<file path="src/rtl/conv_out_packer_if.sv">
// Output-buffer write port of the convolution output packer.
// The packer drives the write request; the buffer answers with ready.
interface conv_out_packer_if #(
    parameter int ACT_BITS  = 8,
    parameter int PACK      = 16,
    parameter int ADDR_BITS = 12
) ();
    logic                     wr_en;
    logic [ADDR_BITS-1:0]     wr_addr;
    logic [PACK*ACT_BITS-1:0] wr_data;
    logic                     wr_ready;

    modport master (
        output wr_en,
        output wr_addr,
        output wr_data,
        input  wr_ready
    );

    modport slave (
        input  wr_en,
        input  wr_addr,
        input  wr_data,
        output wr_ready
    );
endinterface

</file>
<file path="src/rtl/conv_out_packer.sv">
// Packs PACK consecutive activation values into one output-buffer word and
// writes the words through a small FIFO to the output SRAM, with an
// auto-incrementing address. Dropped or excess data raises a sticky ovf.
module conv_out_packer #(
    parameter int ACT_BITS   = 8,
    parameter int PACK       = 16,
    parameter int ADDR_BITS  = 12,
    parameter int FIFO_DEPTH = 2
) (
    input  logic                 clk,
    input  logic                 rstn,
    input  logic                 start,
    input  logic [ADDR_BITS-1:0] base_addr,
    input  logic [ADDR_BITS-1:0] num_words,
    input  logic [ACT_BITS-1:0]  acc_i,
    input  logic                 vld_i,
    conv_out_packer_if.master    wr,
    output logic                 busy,
    output logic                 done,
    output logic                 ovf
);
    localparam int LW = (PACK > 1) ? $clog2(PACK) : 1;
    localparam int PW = (FIFO_DEPTH > 1) ? $clog2(FIFO_DEPTH) : 1;
    localparam int CW = $clog2(FIFO_DEPTH + 1);
    localparam int WW = PACK * ACT_BITS;

    // DONE is the single cycle after the last transfer: done and busy are
    // both high there, and a new start is still refused.
    typedef enum logic [1:0] {
        IDLE = 2'd0,
        RUN  = 2'd1,
        DONE = 2'd2
    } state_t;

    state_t                       state_q, state_d;
    logic                         ovf_q, ovf_d;
    logic                         zdone_q, zdone_d;
    logic [ADDR_BITS-1:0]         base_q, nwords_q, packed_q, written_q;
    logic [LW-1:0]                lane_q;
    logic [PACK-1:0][ACT_BITS-1:0] asm_q;
    logic [WW-1:0]                push_word;
    logic [WW-1:0]                mem_q [FIFO_DEPTH];
    logic [PW-1:0]                wptr_q, rptr_q;
    logic [CW-1:0]                cnt_q;

    logic accept, take, excess, lane_last;
    logic push, push_ok, pop, full, drop, last_xfer;

    function automatic logic [PW-1:0] ptr_inc(input logic [PW-1:0] p);
        return (p == PW'(FIFO_DEPTH - 1)) ? '0 : p + 1'b1;
    endfunction

    assign accept    = (state_q == IDLE) && start;
    assign take      = (state_q == RUN) && vld_i && (packed_q != nwords_q);
    assign excess    = (state_q == RUN) && vld_i && (packed_q == nwords_q);
    assign lane_last = (lane_q == LW'(PACK - 1));
    assign push      = take && lane_last;
    assign pop       = (cnt_q != '0) && wr.wr_ready;
    assign full      = (cnt_q == CW'(FIFO_DEPTH));
    assign drop      = push && full && !pop;
    assign push_ok   = push && !drop;
    assign last_xfer = (state_q == RUN) && pop && (written_q == nwords_q - ADDR_BITS'(1));

    // Completed word: the assembly register with the final lane taken
    // straight from the input, so it is pushed on the same edge.
    always_comb begin
        logic [PACK-1:0][ACT_BITS-1:0] w;
        w             = asm_q;
        w[PACK-1]     = acc_i;
        push_word     = w;
    end

    // Frame state register with sticky overflow and zero-length done pulse.
    always_ff @(posedge clk or negedge rstn) begin
        if (!rstn) begin
            state_q <= IDLE;
            ovf_q   <= 1'b0;
            zdone_q <= 1'b0;
        end else begin
            state_q <= state_d;
            ovf_q   <= ovf_d;
            zdone_q <= zdone_d;
        end
    end

    // Next-state logic: frame start/end and overflow detection.
    always_comb begin
        state_d = state_q;
        ovf_d   = ovf_q;
        zdone_d = 1'b0;
        case (state_q)
            IDLE: begin
                if (start) begin
                    ovf_d = 1'b0;
                    if (num_words == '0) zdone_d = 1'b1;
                    else                 state_d = RUN;
                end
            end
            RUN: begin
                if (last_xfer)      state_d = DONE;
                if (excess || drop) ovf_d   = 1'b1;
            end
            DONE:    state_d = IDLE;
            default: state_d = IDLE;
        endcase
    end

    // Frame parameters, lane assembly and the packed/written word counters.
    always_ff @(posedge clk or negedge rstn) begin
        if (!rstn) begin
            base_q    <= '0;
            nwords_q  <= '0;
            packed_q  <= '0;
            written_q <= '0;
            lane_q    <= '0;
            asm_q     <= '0;
        end else if (accept) begin
            base_q    <= base_addr;
            nwords_q  <= num_words;
            packed_q  <= '0;
            written_q <= '0;
            lane_q    <= '0;
        end else begin
            if (take) begin
                asm_q[lane_q] <= acc_i;
                lane_q        <= lane_last ? '0 : lane_q + 1'b1;
                if (lane_last) packed_q <= packed_q + 1'b1;
            end
            if (pop) written_q <= written_q + 1'b1;
        end
    end

    // Word FIFO between the packer and the write port; a push and a pop on
    // the same edge are both honoured even when full.
    always_ff @(posedge clk or negedge rstn) begin
        if (!rstn) begin
            wptr_q <= '0;
            rptr_q <= '0;
            cnt_q  <= '0;
            for (int i = 0; i < FIFO_DEPTH; i++) mem_q[i] <= '0;
        end else begin
            if (push_ok) begin
                mem_q[wptr_q] <= push_word;
                wptr_q        <= ptr_inc(wptr_q);
            end
            if (pop) rptr_q <= ptr_inc(rptr_q);
            case ({push_ok, pop})
                2'b10:   cnt_q <= cnt_q + 1'b1;
                2'b01:   cnt_q <= cnt_q - 1'b1;
                default: cnt_q <= cnt_q;
            endcase
        end
    end

    assign wr.wr_en   = (cnt_q != '0);
    assign wr.wr_addr = base_q + written_q;
    assign wr.wr_data = mem_q[rptr_q];

    assign busy = (state_q != IDLE);
    assign done = (state_q == DONE) || zdone_q;
    assign ovf  = ovf_q;
endmodule

</file>
<file path="src/flat_wrapper.sv">
// flat-port wrapper written by rule: the top's interface ports become plain ports
module conv_out_packer_flat 
#(
    parameter int ACT_BITS   = 8,
    parameter int PACK       = 16,
    parameter int ADDR_BITS  = 12,
    parameter int FIFO_DEPTH = 2
)
  (clk, rstn, start, base_addr, num_words, acc_i, vld_i, busy, done, ovf, wr_wr_en, wr_wr_addr, wr_wr_data, wr_wr_ready);
  conv_out_packer_if #(.ACT_BITS(ACT_BITS), .PACK(PACK), .ADDR_BITS(ADDR_BITS)) wr_i ();
  input  logic clk;
  input  logic rstn;
  input  logic start;
  input  logic [ADDR_BITS-1:0] base_addr;
  input  logic [ADDR_BITS-1:0] num_words;
  input  logic [ACT_BITS-1:0] acc_i;
  input  logic vld_i;
  output logic busy;
  output logic done;
  output logic ovf;
  output wire logic [$bits(wr_i.wr_en)-1:0] wr_wr_en;
  output wire logic [$bits(wr_i.wr_addr)-1:0] wr_wr_addr;
  output wire logic [$bits(wr_i.wr_data)-1:0] wr_wr_data;
  input wire logic [$bits(wr_i.wr_ready)-1:0] wr_wr_ready;
  assign wr_wr_en = wr_i.wr_en;
  assign wr_wr_addr = wr_i.wr_addr;
  assign wr_wr_data = wr_i.wr_data;
  assign wr_i.wr_ready = wr_wr_ready;
  conv_out_packer #(.ACT_BITS(ACT_BITS), .PACK(PACK), .ADDR_BITS(ADDR_BITS), .FIFO_DEPTH(FIFO_DEPTH)) u_core (.clk(clk), .rstn(rstn), .start(start), .base_addr(base_addr), .num_words(num_words), .acc_i(acc_i), .vld_i(vld_i), .wr(wr_i), .busy(busy), .done(done), .ovf(ovf));
endmodule
</file>
<file path="config.mk">
export PLATFORM = sky130hd
export DESIGN_NAME = conv_out_packer_flat
export DESIGN_NICKNAME = d
export VERILOG_FILES = /design/src/rtl/conv_out_packer_if.sv /design/src/rtl/conv_out_packer.sv /design/src/flat_wrapper.sv
export SDC_FILE = /design/constraint.sdc
export NUM_CORES = 1
export LEC_CHECK = 0
export CORE_ASPECT_RATIO = 2
export CORE_MARGIN = 10
export CORE_UTILIZATION = 32
export CTS_BUF_LIST = sky130_fd_sc_hd__clkbuf_8
export DETAILED_ROUTE_END_ITERATION = 10
export GPL_TIMING_DRIVEN = 0
export HOLD_SLACK_MARGIN = 0.1
export PLACE_DENSITY_LB_ADDON = 0.12
export SYNTH_ARGS = -nofsm -noshare
export SYNTH_HDL_FRONTEND = slang
export SYNTH_SLANG_ARGS = --single-unit
</file>
<file path="constraint.sdc">
create_clock -name clk -period 2.9 [get_ports clk]
set_clock_uncertainty 0.15 [all_clocks]
set_input_delay 0.58 -clock clk [delete_from_list [all_inputs] [get_ports clk]]
set_output_delay 0.58 -clock clk [all_outputs]
set_load 0.005 [all_outputs]
</file>
# Word-level counts from Yosys, hierarchy flattened
# Cells that the tools add are included.
# totals
output_inout_bits	144
word_cells	119
register_bits	444
# op_classes
mux	30
addsub	9
reduce_logical	30
bitwise_logic	3
n_lt_le_gt_ge	5
n_eq_ne	13
# ops
op	count
128-bit two-way mux	4
256-bit bitwise mux	1
128-bit bitwise mux	1
128-bit demux with 1-bit select	1
12-bit two-way mux	5
8-bit demux with 4-bit select	1
12-bit by 1-bit adder with 12-bit output (second input constant)	2
12-bit equality test	2
2-bit nonzero test	7
1-bit logical AND	13
12-bit adder	1
12-bit zero test	1
4-bit two-way mux	3
12-bit != test	1
12-bit by 1-bit subtractor with 12-bit output (second input constant)	1
8-bit two-way mux	1
2-bit case mux with 2 select lines	2
1-bit two-way mux	7
2-bit equality test (second input constant)	3
2-bit two-way mux	3
2-bit != test (second input constant)	3
3-bit AND reduction	2
4-bit by 5-bit < comparator with 1-bit output (second input constant)	1
4-bit by 1-bit adder with 4-bit output (second input constant)	1
16 further kinds	23

# Longest topological paths before layout
# Gate-level depths: netlist of the first run.
# logic_depth
ltp_word	10
mapped_depth	10
depth_no_buf	9

# Worst setup path before layout of the first run
# OpenSTA, ideal clock, no wires.
# synth_timing
kind	register to output
startpoint	reg u_core.written_q[0]
endpoint	out wr_wr_addr[10]
n_path_buf	0
t_required_ns	2.170
stages_incl_launch_ff	10
arrival_time_ns	1.899
path_slack_ns	0.271
cell_sequence	dfrtp_1 ha_1 inv_1 fa_1 nor2b_1 o21ai_0 nand2b_1 a311o_1 a211o_1 nand3_1
# synth_via
elab_chain_cells	1
# synth_lines
element	line_no	text
from (decl)	conv_out_packer.sv:38	logic [ADDR_BITS-1:0] base_q, nwords_q, packed_q, written_q;
from (signal assigned)	conv_out_packer.sv:129	if (pop) written_q <= written_q + 1'b1;
12-bit adder	conv_out_packer.sv:156	assign wr.wr_addr = base_q + written_q;
to (decl)	flat_wrapper.sv:22	output wire logic [$bits(wr_i.wr_addr)-1:0] wr_wr_addr;
# No other way between the ends.

# Final worst setup path of the first run
# Ends and elaborated chain as after synthesis.

==> run summary, run 1 <==
## Worst setup path
- flop to primary output — critical path type
- u_core.nwords_q[2] — startpoint of the worst register-to-register path
- 0.07 ns — setup slack of the most critical reg-to-reg path
- u_core.state_q[1] — reg2reg end
- 2.17 ns — worst path required time
- primary output — kind of capture point of the worst setup path
- u_core.written_q[0] — startpoint of the worst setup timing path
- flop — kind of start point of the critical path
- 2.79 ns — crit path DAT
- 2 — highest fanout seen on the critical path
- 7 — cells on worst reg2reg path

## Global routing
- 13,590 — via count of the first global-routing pass
- 118 — pin count of the biggest net entering global routing
- 85,260 um — wire length of the first global-routing pass
- 2 — number of antenna violations at the first check in global routing
- 0 — grt ovf
- 15.44% — overall routing resource usage

## Clock network
- 0.64 ns — Clock Latency Late Sink
- 436 — clk sinks
- 3 — number of buffers on the longest clock path
- 0.07 ns — clock transition time at the flip-flop clock pins of the worst setup and hold paths
- done — CTS tree
- 70 — Inserted Clock Buffers
- 3 — CTS H-tree depth
- clkbuf_8 — Clk Tree Root Cell

## Synth
- 0 — yosys warns
- 19,370 um2 — netlist area before placement
- 436 — synthesized flop and latch total
- 56.33% — sequential area share after synthesis
- dfrtp_1 — cell type with the highest aggregate area in the netlist
- dfrtp_1 56%, mux2_1 20%, mux2_2 9.0% — ranking of synthesized cells by area
- 56.33% — share of Yosys cell area claimed by the top area cell type
- 1,392 — number of standard cells after synthesis
- dfrtp_1 — Main synth FF type
- 100.0% — fraction of registers with async set/reset
- 1,449 — Net Count, Synth
- 0 — number of enable-type register cells in the synthesized netlist
- 436 x dfrtp_1, 350 x mux2_1, 154 x mux2_2 — Post-synth top cells
- 65 — distinct cell type count of the synthesized netlist
- dfrtp_1 — most frequent cell after synthesis
- 13.92 um2 — average instance area after synthesis

## Cells and area
- 29.09% — area added between synthesis and finish
- 1,761 — Nets
- 5,673 — filler instances
- 8384 um2 — combined area of the multi-input logic cells
- 10,920 um2 — Sequential Area
- 30.50% — share of post-route cells with drive strength above 1

## Floorplanning
- 367.9 um — Die Y-Extent
- 127 — placement row count
- 59,910 um2 — core region area
- 32.33% — starting density of the core
- 71,370 um2 — total die area
- 181 — number of top-level design ports
- 194.0 um — DIE WIDTH

## Outcome
- complete, but fails checks — status
- hold timing, setup timing — failing checks

## Detailed routing
- 12,160 — count of vias placed by the detailed router
- 464 — 1st-iter DRT viols
- 4 — Initial DRT Pass Iterations
- 4.808 — vias per cell
- 55,230 um — post-detailed-routing wire length
- 21.84 um — Wirelength per Cell
- 0 — post-detailed-route count of antenna-violating nets
- 0 — number of remaining DRC errors

## Timing
- 78 — final setup violating endpoints
- 110 — count of final hold-check violations
- 0 — Slew Limit Fails
- 1.080 ns — slew at the pin closest to its max-slew limit
- -0.6230 ns — worst path setup slack after routing
- -0.1336 ns — Post-Route Hold Slack
- true — unrepaired setup endpoints after global routing
- 121.5% — post-route fraction of the period consumed by the critical path
- 27.99% — Relative slew margins
- 283.8 MHz — f_max
- -7.696 ns — accumulated negative setup slack
- 3.523 ns — crit path time final

## Placed design
- 180 — Port Buffer Count
- 0.7943 — routability-driven placement congestion ratio
- 37,590 um — HPWL after detailed placement
- -1.072 ns — worst slack at placement

## Power and ir drop
- 987.2 nW/um2 — power density cells
- 12.57 nW — reported leakage power
- 0.0005868 V — Max rail drop VDD

## Job
- 0 — number of maximum-capacitance violations

## Min path
- input pin to asynchronous set/reset pin — kind of path behind the tightest hold check

## cell usage in the layout (no fill, tap or decap), types with 10 or more instances in the layout
| cell | count |
|---|---|
| dfrtp_1 | 428 |
| mux2_1 | 350 |
| mux2_2 | 107 |
| buf_6 | 100 |
| nand2_1 | 89 |
| clkbuf_8 | 87 |
| mux2_4 | 47 |
| buf_4 | 45 |
| clkdlybuf4s50_1 | 40 |
| inv_1 | 32 |
| nor2_1 | 31 |
| dlygate4sd2_1 | 30 |
| xor2_1 | 27 |
| buf_2 | 26 |
| xnor2_1 | 23 |
| clkbuf_1 | 20 |
| nand3_1 | 16 |
| buf_8 | 14 |
| a21oi_1 | 13 |
| ha_1 | 12 |
| clkbuf_16 | 11 |
| and3_1 | 10 |
| nand4_1 | 10 |
## how the worst max path moves through the flow
stage | end | depth (start not counted)
6_report | wr_wr_addr[10] | 11
5_1_grt | wr_wr_addr[10] | 11
4_1_cts | wr_wr_addr[10] | 11
3_5_place_dp | u_core.mem_q[171] | 8
3_3_place_gp | u_core.mem_q[212] | 1
2_1_floorplan | wr_wr_addr[10] | 9
## cell type report
cell class | count | share of cell area (%)
clock inverters | 38 | 1.071
repair buffers | 245 | 10.29
flip-flops and latches | 436 | 43.68
clock buffers | 84 | 4.624
diodes | 1 | 0.01001
well taps | 774 | 3.873
plain buffers | 72 | 2.712
inverters | 14 | 0.2102
multi-input cells | 865 | 33.53
## metal layers
layer,up-vias,wire length [um],GRT usage [%]
met5,-,8,0
li1,5544,-,-
met1,6296,21540,16.81
met2,246,29490,28.31
met3,72,2827,3.768
met4,2,1362,5.539
## cells by family (layout without fill, tap and decap cells)
group	after synthesis	count (layout)	synth area share [%]
AOI/OAI and AO/OA	56	56	2.022
xor gates and xnor gates	54	54	2.481
adders and majority gates	20	20	1.331
buffers and inverters	91	453	2.351
DFF	436	436	56.33
muxes	507	507	29.46
other	0	1	0
and+or+nand+nor	228	228	6.033
## per-stage QoR
step                      util [%]  instance area (um2)  power, mW  std cells  hold slack [ns]
after floorplan                  -                19370      13.96       1392           0.1344
after global placement       36.96                22140      17.64       2346           0.3115
after detailed placement     37.10                22230      17.85       2349           0.3170
after CTS                    40.93                24520      24.62       2514          -0.1277
after global routing         41.74                25000      26.38       2529         -0.09218
final                        41.74                25000      24.68       2529          -0.1336
## timing repair
item,4_1_cts,5_1_grt
setup buffers,39,21
resized for setup,668,113
cloned,6,1
hold endpoints to repair,110,110
setup endpoints to repair,475,396
pin swaps,11,13
## flip-flops by register name, summed over array words and instances (netlist names)
signal and cells:
u_core.asm_q 120, u_core.base_q 12, u_core.cnt_q 2, u_core.lane_q 4, u_core.mem_q 256, u_core.nwords_q 12
u_core.ovf 1, u_core.packed_q 12, u_core.rptr_q 1, u_core.state_q 2, u_core.wptr_q 1, u_core.written_q 12
u_core.zdone_q 1
## worst max-delay path: stages, from the launching register on
cell	delay, ns
dfrtp_2	0.44
ha_4	0.17
inv_2	0.05
fa_2	0.19
nor2b_1	0.05
o21ai_1	0.14
nand2b_1	0.11
a311o_1	0.42
buf_4	0.16
a211o_1	0.25
nand3_1	0.07
buf_2	0.11
## power by group
part	internal, mW	total (mW)	switching, mW
Clock	2.92	5.49	2.57
Sequential	8.32	9.73	1.41
Combinational	5.48	9.46	3.98
Total	16.7	24.7	7.96
(Power assumes the default switching activity.)
==> run 2, diff against run 1 <==
--- a/config.mk
+++ b/config.mk
@@ -5,6 +5,8 @@
 export SDC_FILE = /design/constraint.sdc
 export NUM_CORES = 1
 export LEC_CHECK = 0
+export CELL_PAD_IN_SITES_DETAIL_PLACEMENT = 0
+export CELL_PAD_IN_SITES_GLOBAL_PLACEMENT = 2
 export CORE_ASPECT_RATIO = 2
 export CORE_MARGIN = 10
 export CORE_UTILIZATION = 32
==> run 2 against run 1 <==
Against the previous run: critical path depth stayed put; sequential cell count stayed put; via count is 0.85% lower; highest routed layer unchanged; critical endpoint unchanged; the run ends with setup timing left; critical path type unchanged; utilization is 0.35 points lower.
==> run summary, run 2 (synthesis gave the netlist of run 1 again) <==
## Cells and area
- 5,664 — filler instances
- 10,920 um2 — Sequential Area
- 256 — flip-flop count of the largest register, all copies and words added
- 8383 um2 — combined area of the multi-input logic cells
- 2,526 — non-filler instance count after layout
- 30.33% — share of post-route cells with drive strength above 1
- 28.01% — area added between synthesis and finish
- 24,800 um2 — final std cell area, no fill
- u_core.mem_q — Top reg by flops
- 41.39% — final core utilization
- 428 x dfrtp_1, 350 x mux2_1, 106 x mux2_2 — commonest cells after routing, fill and taps aside
- u_core.mem_q: 256 flops, u_core.asm_q: 120 flops — registers with the most flip-flops
- dfrtp_1 — most common cell after layout, fill and taps aside
- 1,756 — Nets

## Floorplanning
- 367.9 um — Die Y-Extent
- 32.33% — starting density of the core
- 181 — number of top-level design ports
- 127 — placement row count
- 194.0 um — DIE WIDTH
- 59,910 um2 — core region area
- 71,370 um2 — total die area

## Min path
- input pin to asynchronous set/reset pin — kind of path behind the tightest hold check

## Global routing
- 0 — grt ovf
- 115 — pin count of the biggest net entering global routing
- 85,650 um — wire length of the first global-routing pass
- 13,600 — via count of the first global-routing pass
- 4 — number of antenna violations at the first check in global routing
- 15.52% — overall routing resource usage

## Detailed routing
- 4.773 — vias per cell
- 0 — number of remaining DRC errors
- 6 — Initial DRT Pass Iterations
- 22.01 um — Wirelength per Cell
- 55,590 um — post-detailed-routing wire length
- 0 — post-detailed-route count of antenna-violating nets
- 357 — 1st-iter DRT viols
- 12,060 — count of vias placed by the detailed router

## Power and ir drop
- 0.0006810 V — Max rail drop VDD
- 12.48 nW — reported leakage power
- 24.56 mW — total power consumption of the routed design
- 990.7 nW/um2 — power density cells

## Clock network
- 0.07 ns — clock transition time at the flip-flop clock pins of the worst setup and hold paths
- clkbuf_8 — Clk Tree Root Cell
- 0.63 ns — Clock Latency Late Sink
- 69 — Inserted Clock Buffers
- 436 — clk sinks
- 3 — number of buffers on the longest clock path
- done — CTS tree
- 3 — CTS H-tree depth

## Placed design
- 180 — Port Buffer Count
- -1.024 ns — worst slack at placement
- 38,370 um — HPWL after detailed placement
- 2,350 — number of placed cells counting well taps
- 22,260 um2 — Placed Instance Area
- 0.7779 — routability-driven placement congestion ratio

## Timing
- 3.402 ns — crit path time final
- -0.5017 ns — worst path setup slack after routing
- 16 — final setup violating endpoints
- 117.3% — post-route fraction of the period consumed by the critical path
- 1.122 ns — slew at the pin closest to its max-slew limit
- 0 — count of final hold-check violations
- -2.755 ns — accumulated negative setup slack
- 0 — Slew Limit Fails
- 294.0 MHz — f_max
- 0.2401 ns — Post-Route Hold Slack
- 25.22% — Relative slew margins
- true — unrepaired setup endpoints after global routing

## Job
- 0 — number of maximum-capacitance violations

## Worst setup path
- primary output — kind of capture point of the worst setup path
- flop to primary output — critical path type
- 2.67 ns — crit path DAT
- 2.17 ns — worst path required time
- 2 — highest fanout seen on the critical path
- flop — kind of start point of the critical path

## Outcome
- complete, but fails checks — status
- setup timing — failing checks

[run 2: layer usage]
metal / routed length [um] / global-route usage (%) / up-vias
met5: 12 / 0 / -
met4: 1238 / 5.064 / 2
met3: 2739 / 3.723 / 76
met2: 30150 / 28.88 / 245
met1: 21440 / 16.76 / 6182
li1: - / - / 5552
[run 2: critical path: stages, from the launching register on]
cell,delay [ns]
dfrtp_2,0.44
ha_4,0.17
inv_2,0.05
fa_2,0.19
nor2b_1,0.05
o21ai_1,0.15
nand2b_1,0.10
a311o_1,0.31
buf_4,0.15
a211o_1,0.24
nand3_1,0.06
buf_2,0.12
[run 2: worst paths after layout]
| path | slack (ns) | startpoint | to | depth (start not counted) |
|---|---|---|---|---|
| worst max-delay path | -0.50 | u_core.written_q[0] | wr_wr_addr[10] | 11 |
| worst min register to register | 0.32 | u_core.state_q[0] | u_core.state_q[0] | 1 |
| worst min-delay path | 0.24 | rstn | u_core.asm_q[34] | 2 |
| min in group clk | 0.32 | u_core.state_q[0] | u_core.state_q[0] | 1 |
| worst max register to register | 0.11 | u_core.nwords_q[1] | u_core.state_q[1] | 7 |
| max in group asynchronous | 0.64 | rstn | u_core.mem_q[210] | 5 |
[run 2: cell type report]
type | count | share of cell area (%)
Clock buffer | 92 | 5.107
Buffer | 73 | 2.796
Tap cell | 774 | 3.906
Timing Repair Buffer | 240 | 9.209
Antenna cell | 1 | 0.01009
Inverter | 14 | 0.2119
Multi-Input combinational cell | 865 | 33.81
Clock inverter | 31 | 0.9083
Sequential cell | 436 | 44.04
[run 2: report_power, final]
part	leakage, nW	internal (mW)	switching [mW]	total [mW]
logic	5.91	5.21	3.97	9.18
clock network	0.826	3.11	2.54	5.65
registers	5.75	8.32	1.41	9.73
[run 2: timing repair]
item / CTS / global route
endpoints found under the setup margin: 453 / 294
cloned: 6 / 0
pin swaps: 19 / 13
hold endpoints to repair: 224 / 0
resized for setup: 661 / 71
setup buffers: 43 / 14
hold buffers: 1 / 0
